## config.mk

```make
export PLATFORM = sky130hd
export DESIGN_NAME = pipelined_barrel_shifter
export DESIGN_NICKNAME = d
export VERILOG_FILES = /design/src/rtl/pipelined_barrel_shifter.sv
export SDC_FILE = /design/constraint.sdc
export NUM_CORES = 1
export LEC_CHECK = 0
export ABC_CLOCK_PERIOD_IN_PS = 2900
export BUFFER_PORTS_ARGS = -buffer_cell sky130_fd_sc_hd__buf_2
export CORE_MARGIN = 10
export CORE_UTILIZATION = 35
export CTS_BUF_LIST = sky130_fd_sc_hd__clkbuf_8
export CTS_CLUSTER_DIAMETER = 200
export DETAILED_ROUTE_END_ITERATION = 6
export GPL_TIMING_DRIVEN = 1
export HOLD_SLACK_MARGIN = 0.06
export PLACE_DENSITY = 0.53
export SLEW_MARGIN = 20
export SYNTH_ARGS = -nofsm -noshare
export SYNTH_HDL_FRONTEND = slang
export SYNTH_SLANG_ARGS = --single-unit
```

## constraint.sdc

```tcl
create_clock -name clk -period 2.9 [get_ports clk]
set_input_delay 0.58 -clock clk [delete_from_list [all_inputs] [get_ports clk]]
set_output_delay 0.58 -clock clk [all_outputs]
set_load 0.1 [all_outputs]
```

## src/rtl/pipelined_barrel_shifter.sv

```systemverilog
// Pipelined multi-mode barrel shifter: one log2(WIDTH) stage per amount bit, valid/ready flow control.
// Optional out_zero/out_carry flags are built when BARREL_FLAGS_EN is defined.
module pipelined_barrel_shifter #(
    parameter int unsigned WIDTH = 8,
    localparam int unsigned AW = $clog2(WIDTH)
) (
    input  logic             clk,
    input  logic             rst_n,
    input  logic             in_valid,
    output logic             in_ready,
    input  logic [WIDTH-1:0] in_data,
    input  logic [AW-1:0]    in_amt,
    input  logic [2:0]       in_mode,
    output logic             out_valid,
    input  logic             out_ready,
    output logic [WIDTH-1:0] out_data,
    output logic [AW:0]      occupancy
`ifdef BARREL_FLAGS_EN
    ,
    output logic             out_zero,
    output logic             out_carry
`endif
);

    localparam int unsigned OW = AW + 1;

    logic advance;
    logic in_fire;
    logic out_fire;

    // The whole pipe moves as one; a stalled output freezes every stage.
    assign advance  = !out_valid || out_ready;
    assign in_ready = advance;
    assign in_fire  = in_valid && advance;
    assign out_fire = out_valid && out_ready;

    for (genvar k = 0; k < AW; k++) begin : g_stage
        localparam int unsigned SH = 32'd1 << k;
        localparam int unsigned RW = AW - k;

        logic [WIDTH-1:0] d_in;
        logic [WIDTH-1:0] d_nxt;
        logic [WIDTH-1:0] data_q;
        logic [RW-1:0]    a_in;
        logic [2:0]       m_in;
        logic             v_in;
        logic             valid_q;
`ifdef BARREL_FLAGS_EN
        localparam logic [WIDTH-1:0] RMASK = WIDTH'(1) << (SH - 1);
        localparam logic [WIDTH-1:0] LMASK = WIDTH'(1) << (WIDTH - SH);
        logic c_in;
        logic c_nxt;
        logic carry_q;
`endif

        if (k == 0) begin : g_head
            assign d_in = in_data;
            assign a_in = in_amt;
            assign m_in = in_mode;
            assign v_in = in_valid;
`ifdef BARREL_FLAGS_EN
            assign c_in = 1'b0;
`endif
        end else begin : g_link
            assign d_in = g_stage[k-1].data_q;
            assign a_in = g_stage[k-1].g_fwd.amt_q;
            assign m_in = g_stage[k-1].g_fwd.mode_q;
            assign v_in = g_stage[k-1].valid_q;
`ifdef BARREL_FLAGS_EN
            assign c_in = g_stage[k-1].carry_q;
`endif
        end

        // Bit 0 of the remaining amount selects this stage's 2^k shift.
        always_comb begin
            d_nxt = d_in;
            if (a_in[0]) begin
                case (m_in[2:1])
                    2'b00:   d_nxt = m_in[0] ? (d_in >> SH) : (d_in << SH);
                    2'b01:   d_nxt = m_in[0] ? $unsigned($signed(d_in) >>> SH) : (d_in << SH);
                    2'b10:   d_nxt = m_in[0] ? ((d_in >> SH) | (d_in << (WIDTH - SH)))
                                             : ((d_in << SH) | (d_in >> (WIDTH - SH)));
                    default: d_nxt = d_in;
                endcase
            end
        end

        always_ff @(posedge clk or negedge rst_n) begin
            if (!rst_n) begin
                data_q  <= '0;
                valid_q <= 1'b0;
            end else if (advance) begin
                data_q  <= d_nxt;
                valid_q <= v_in;
            end
        end

`ifdef BARREL_FLAGS_EN
        // Later stages shift further, so the highest active stage owns the carry.
        always_comb begin
            c_nxt = c_in;
            if (a_in[0] && (m_in[2:1] != 2'b11)) begin
                c_nxt = m_in[0] ? |(d_in & RMASK) : |(d_in & LMASK);
            end
        end

        always_ff @(posedge clk or negedge rst_n) begin
            if (!rst_n) begin
                carry_q <= 1'b0;
            end else if (advance) begin
                carry_q <= c_nxt;
            end
        end
`endif

        if (k < AW - 1) begin : g_fwd
            logic [RW-2:0] amt_q;
            logic [2:0]    mode_q;

            always_ff @(posedge clk or negedge rst_n) begin
                if (!rst_n) begin
                    amt_q  <= '0;
                    mode_q <= '0;
                end else if (advance) begin
                    amt_q  <= a_in[RW-1:1];
                    mode_q <= m_in;
                end
            end
        end
    end

    assign out_valid = g_stage[AW-1].valid_q;
    assign out_data  = g_stage[AW-1].data_q;

    always_ff @(posedge clk or negedge rst_n) begin
        if (!rst_n) begin
            occupancy <= '0;
        end else begin
            case ({in_fire, out_fire})
                2'b10:   occupancy <= occupancy + OW'(1);
                2'b01:   occupancy <= occupancy - OW'(1);
                default: occupancy <= occupancy;
            endcase
        end
    end

`ifdef BARREL_FLAGS_EN
    logic zero_q;

    always_ff @(posedge clk or negedge rst_n) begin
        if (!rst_n) begin
            zero_q <= 1'b0;
        end else if (advance) begin
            zero_q <= (g_stage[AW-1].d_nxt == '0);
        end
    end

    assign out_zero  = zero_q;
    assign out_carry = g_stage[AW-1].carry_q;
`endif

endmodule
```

Word-level counts from Yosys, hierarchy flattened
Index checks and enable logic that the tools add are counted.

operators by class
  muxes and demuxes = 15
  reduce and logical (&&, ||, !) cells = 8
  equal/unequal tests = 8
  add/subtract/negate cells = 2
  bitwise logic cells = 5

operators by type and width
  operator                                           number
  2-to-1 mux 8 bit                                   11
  one-hot mux 8 bit (3 select lines)                 3
  == test 2 x 1 -> 1 bit (second input constant)     4
  == test 2 bit (second input constant)              4
  bitwise OR 6 x 8 -> 8 bit                          1
  bitwise OR 7 x 8 -> 8 bit                          1
  bitwise OR 8 x 1 -> 8 bit                          1
  bitwise OR 8 x 2 -> 8 bit                          1
  bitwise OR 8 x 4 -> 8 bit                          1
  one-hot mux 4 bit (2 select lines)                 1
  zero test 2 bit                                    3
  adder 4 x 1 -> 4 bit (second input constant)       1
  subtractor 4 x 1 -> 4 bit (second input constant)  1
  logical AND 1 bit                                  2
  nonzero test 2 bit                                 1
  zero test 1 bit                                    1
  logical OR 1 bit                                   1

storage, ports and cells
  input bits = 18
  output and inout port bits = 14
  word-level logic and storage cells = 49
  register bits = 40

Logic depth before layout (Yosys ltp)
  word-level depth = 5
  mapped depth = 11
  depth with buffers taken out = 10

Worst setup path after synthesis
No wires, ideal clock.

  kind = reg2reg
  from = register g_stage[2].valid_q, in the netlist out_valid
  to = register occupancy[2]
  stages on the path, launching flop included = 12
  library setup time = 0.163 ns
  data arrival time = 2.675 ns
  data required time = 2.737 ns
  path slack = 0.062 ns
  path buffers = 1
  period minus slack after synthesis = 2.838 ns
  cell sequence = dfrtp_1 nor2b_4 clkinv_1 buf_2 nand2_1 ha_1 xor2_1 ha_1 a21oi_1 xor2_1 nor2_1 xor2_1

between the ends
  longest elaborated chain between the ends = 5
  elaborated cells on any way between the ends = 8
  those cells by class = eq/ne (2); mux (1); reduce/logical (5)

RTL lines
  item                                                                      RTL line  text
  start, declared                                                           47        logic valid_q;
  start signal, assigned                                                    94        valid_q <= v_in;
  zero test 1 bit                                                           32        assign advance = !out_valid || out_ready;
  logical OR 1 bit                                                          32
  logical AND 1 bit                                                         34        assign in_fire = in_valid && advance;
  == test 2 x 1 -> 1 bit or == test 2 bit (tied branches)                   139       case ({in_fire, out_fire})
  one-hot mux 4 bit (2 select lines) or nonzero test 2 bit (tied branches)  n/a
  end signal, assigned                                                      140       2'b10: occupancy <= occupancy + OW'(1);
  end signal, assigned                                                      141       2'b01: occupancy <= occupancy - OW'(1);
  end signal, assigned                                                      142       default: occupancy <= occupancy;
  end, declared                                                             17        output logic [AW:0] occupancy

Several ways; a longest one is shown, not always the timed one.
A chain may end at the register's enable or synchronous reset.

Final worst setup path
  from = register g_stage[2].valid_q, in the netlist out_valid
  to = output in_ready

between the ends
  longest elaborated chain between the ends = 2

RTL lines
  item              RTL line  text
  zero test 1 bit   32
  logical OR 1 bit  32
  end, declared     10        output logic in_ready,

No other way between the ends.

==> impl_metrics.toml <==
[sta]
timing.hold.ws_ns = 0.410
slew_violations = 0
rsz0062_at_grt = "false"
setup_viol = 0
fmax_mhz = 463
worst_pin_slew_ns = 0.886
tns_ns = 0
period_needed_ns = 2.16
finalClockSkew_ns = 0.00309
layout_worst_path_cycle_share_pct = 74.4
finalHoldViolations = 0
slew_headroom_pct = 40.9

[min_path]
worstHoldPathType = "in2async"

[yosys]
synthTopCellsByArea = "dfrtp_1 (46%), nand2_1 (12%), o21ai_0 (7.9%), mux2i_1 (4.6%), nor2_1 (2.4%)"
synth.avg_cell_area_um2 = 8.73
netlist_instances = 248
synth_common_cells = "nand2_1 (70), dfrtp_1 (40), o21ai_0 (34)"
yosysTopAreaCell = "dfrtp_1"
synthesis.area_um2 = 2170
synth_most_common_cell = "nand2_1"
syn_nets = 269
synth_flop_cell = "dfrtp_1"
synth_edf_count = 0
synth_seq_cells = 40
ys_types = 35
async_flop_share_pct = 100
yosys_warnings = 0
yosys.area.top_type_share_pct = 46.2
ys_seq_area_share_pct = 46.2

[route]
drc = 0
viasPerCell = 4.95
wire_per_inst_um = 13.2
drtIter0Drc = 96
routed_wl_mm = 4.60
ant_nets = 0
vias = 1727
first_pass_iters = 4

[power]
finalPower_mw = 2.91
seq_power_share_pct = 35.5
power_switching_share_pct = 52.6
switching_power_mw = 1.53
power_frac_clock_pct = 13.6
p_per_area_nw_per_um2 = 1190
irDropWorstVdd_v = 0.000589
comb_power_share_pct = 50.8
leakage_nw = 1.12
internal-power_mw = 1.38

[grt]
grt.total_usage_pct = 9.78
first_global_vias = 1738
grt_max_degree = 49
grt_pass1_wl_mm = 8.14
antenna_found_initial = 0
grt_remaining_overflow = 0

[setup_path]
worst_setup_path_end_kind = "output pin"
timing.rr.end = "occupancy[2]$_DFFE_PN0P_"
ff2ff_setup_slack_ns = 1.05
worstReg2RegStart = "out_valid$_DFFE_PN0N_"
cp.required_ns = 2.32
rr_worst_depth = 10
start_kind = "flop"
critical_path_class = "reg2out"
crit_fanout = 25
crit_arrival_ns = 1.58

[die]
initial_utilization_pct = 36.4
dieWidth_um = 98.7
coreArea_um2 = 5960
fp.dieH_um = 98.7
io_pins = 32
rows = 28
dieArea_um2 = 9730

[clocking]
cts_max_level = 2
cts-root-buf = "clkbuf_8"
cts-resized-gates = 0
post_cts_buffers = 0
insertion_delay_ns = 0.28
postCtsHoldBufs = 0
cts.sink_count = 40
clk_pin_slew_ns = 0.08
clock_tree.buffer_depth = 2
cts_made_buffers = 5
cts_tree = "done"

[place]
placed_cells = 342
portBuffers = 31
dp_hpwl_mm = 3.30
gp_congestion = 0.788

[status]
status = "finished clean"

[finish]
nNetsFinal = 295
drive_above_1_share_pct = 17.5
fin_cells = 349
syn_to_final_growth_pct = 12.5
num_antenna_cells = 0

[run]
cap_violations = 0
-- through the flow --
step | util, % | cell area [um2] | setup WS (ns)
finish | 40.9 | 2440 | 0.741
global route | 40.9 | 2440 | 0.634
CTS | 40.9 | 2440 | 0.703
detailed placement | 39.3 | 2340 | 0.762
global placement | 39.3 | 2340 | 0.792
floorplan | - | 2170 | 0.0618
-- layout make-up --
type                            instances  area (um2)
Multi-Input combinational cell        189        1060
Tap cell                               75        93.8
Inverter                                5        18.8
Fill cell                             620        3520
Sequential cell                        40        1000
Timing Repair Buffer                   33         170
Clock buffer                            7        96.3
-- cells by family after synthesis --
family	count (synthesis)	share of synthesized area, %
and+or+nand+nor	106	21.3
AOI/OAI and AO/OA	64	18.7
DFF	40	46.2
buffers and inverters	19	4.97
muxes	11	5.14
xor gates and xnor gates	5	2.02
adders and majority gates	3	1.73
-- worst max-delay path by stage --
stage	from	endpoint
2_1_floorplan	out_valid$_DFFE_PN0N_	occupancy[2]$_DFFE_PN0P_
3_3_place_gp	out_ready	in_ready
3_5_place_dp	out_ready	occupancy[2]$_DFFE_PN0P_
4_1_cts	out_valid$_DFFE_PN0N_	in_ready
5_1_grt	out_valid$_DFFE_PN0N_	in_ready
6_report	out_valid$_DFFE_PN0N_	in_ready
-- sequential cells by signal, indices dropped and copies added, names as in the netlist --
register,cells
g_stage.data_q,16
out_data,8
g_stage.g_fwd.mode_q,6
occupancy,4
g_stage.g_fwd.amt_q,3
g_stage.valid_q,2
out_valid,1
-- layout by cell type (no fill, tap or decap) --
cell / n
a221oi_1: 5
a21boi_2: 2
nand2b_1: 6
o21ai_1: 2
clkbuf_8: 7
a21oi_2: 1
a22oi_1: 1
clkinv_1: 1
inv_1: 4
a21oi_1: 4
nor2b_4: 2
a2111oi_1: 1
a21boi_4: 1
and2b_1: 1
a31oi_1: 2
nor3_1: 6
or3_1: 1
dfrtp_1: 40
xnor2_1: 1
o211ai_1: 7
and2b_2: 1
and2_1: 2
buf_2: 31
o22ai_1: 3
mux2_2: 1
o32ai_1: 1
nor2_1: 14
nand3_1: 3
buf_4: 2
mux2i_1: 10
ha_1: 3
xor2_1: 4
o21ai_0: 34
nand2_1: 70
-- worst max-delay path, cell delays in order, from the launching register on --
cell,delay (ns)
dfrtp_1,0.39
nor2b_4,0.13
clkinv_1,0.04
buf_4,0.25
buf_2,0.48
-- metal layers --
layer | share of wire, % | vias up | track usage [%]
met5 | 0 | - | 0
li1 | - | 898 | -
met3 | 4.6 | 4 | 2.30
met4 | 1.4 | 0 | 4.19
met1 | 48 | 792 | 11.9
met2 | 46 | 33 | 16.1
-- power groups by stage --
stage	Sequential [mW]	Clock (mW)	Combinational, mW
floorplan	1.62	0	0.650
global placement	1.04	0	1.49
detailed placement	1.05	0	1.50
CTS	1.04	0.411	1.50
global route	1.08	0.432	1.62
finish	1.03	0.396	1.48
(Power assumes the default switching activity.)
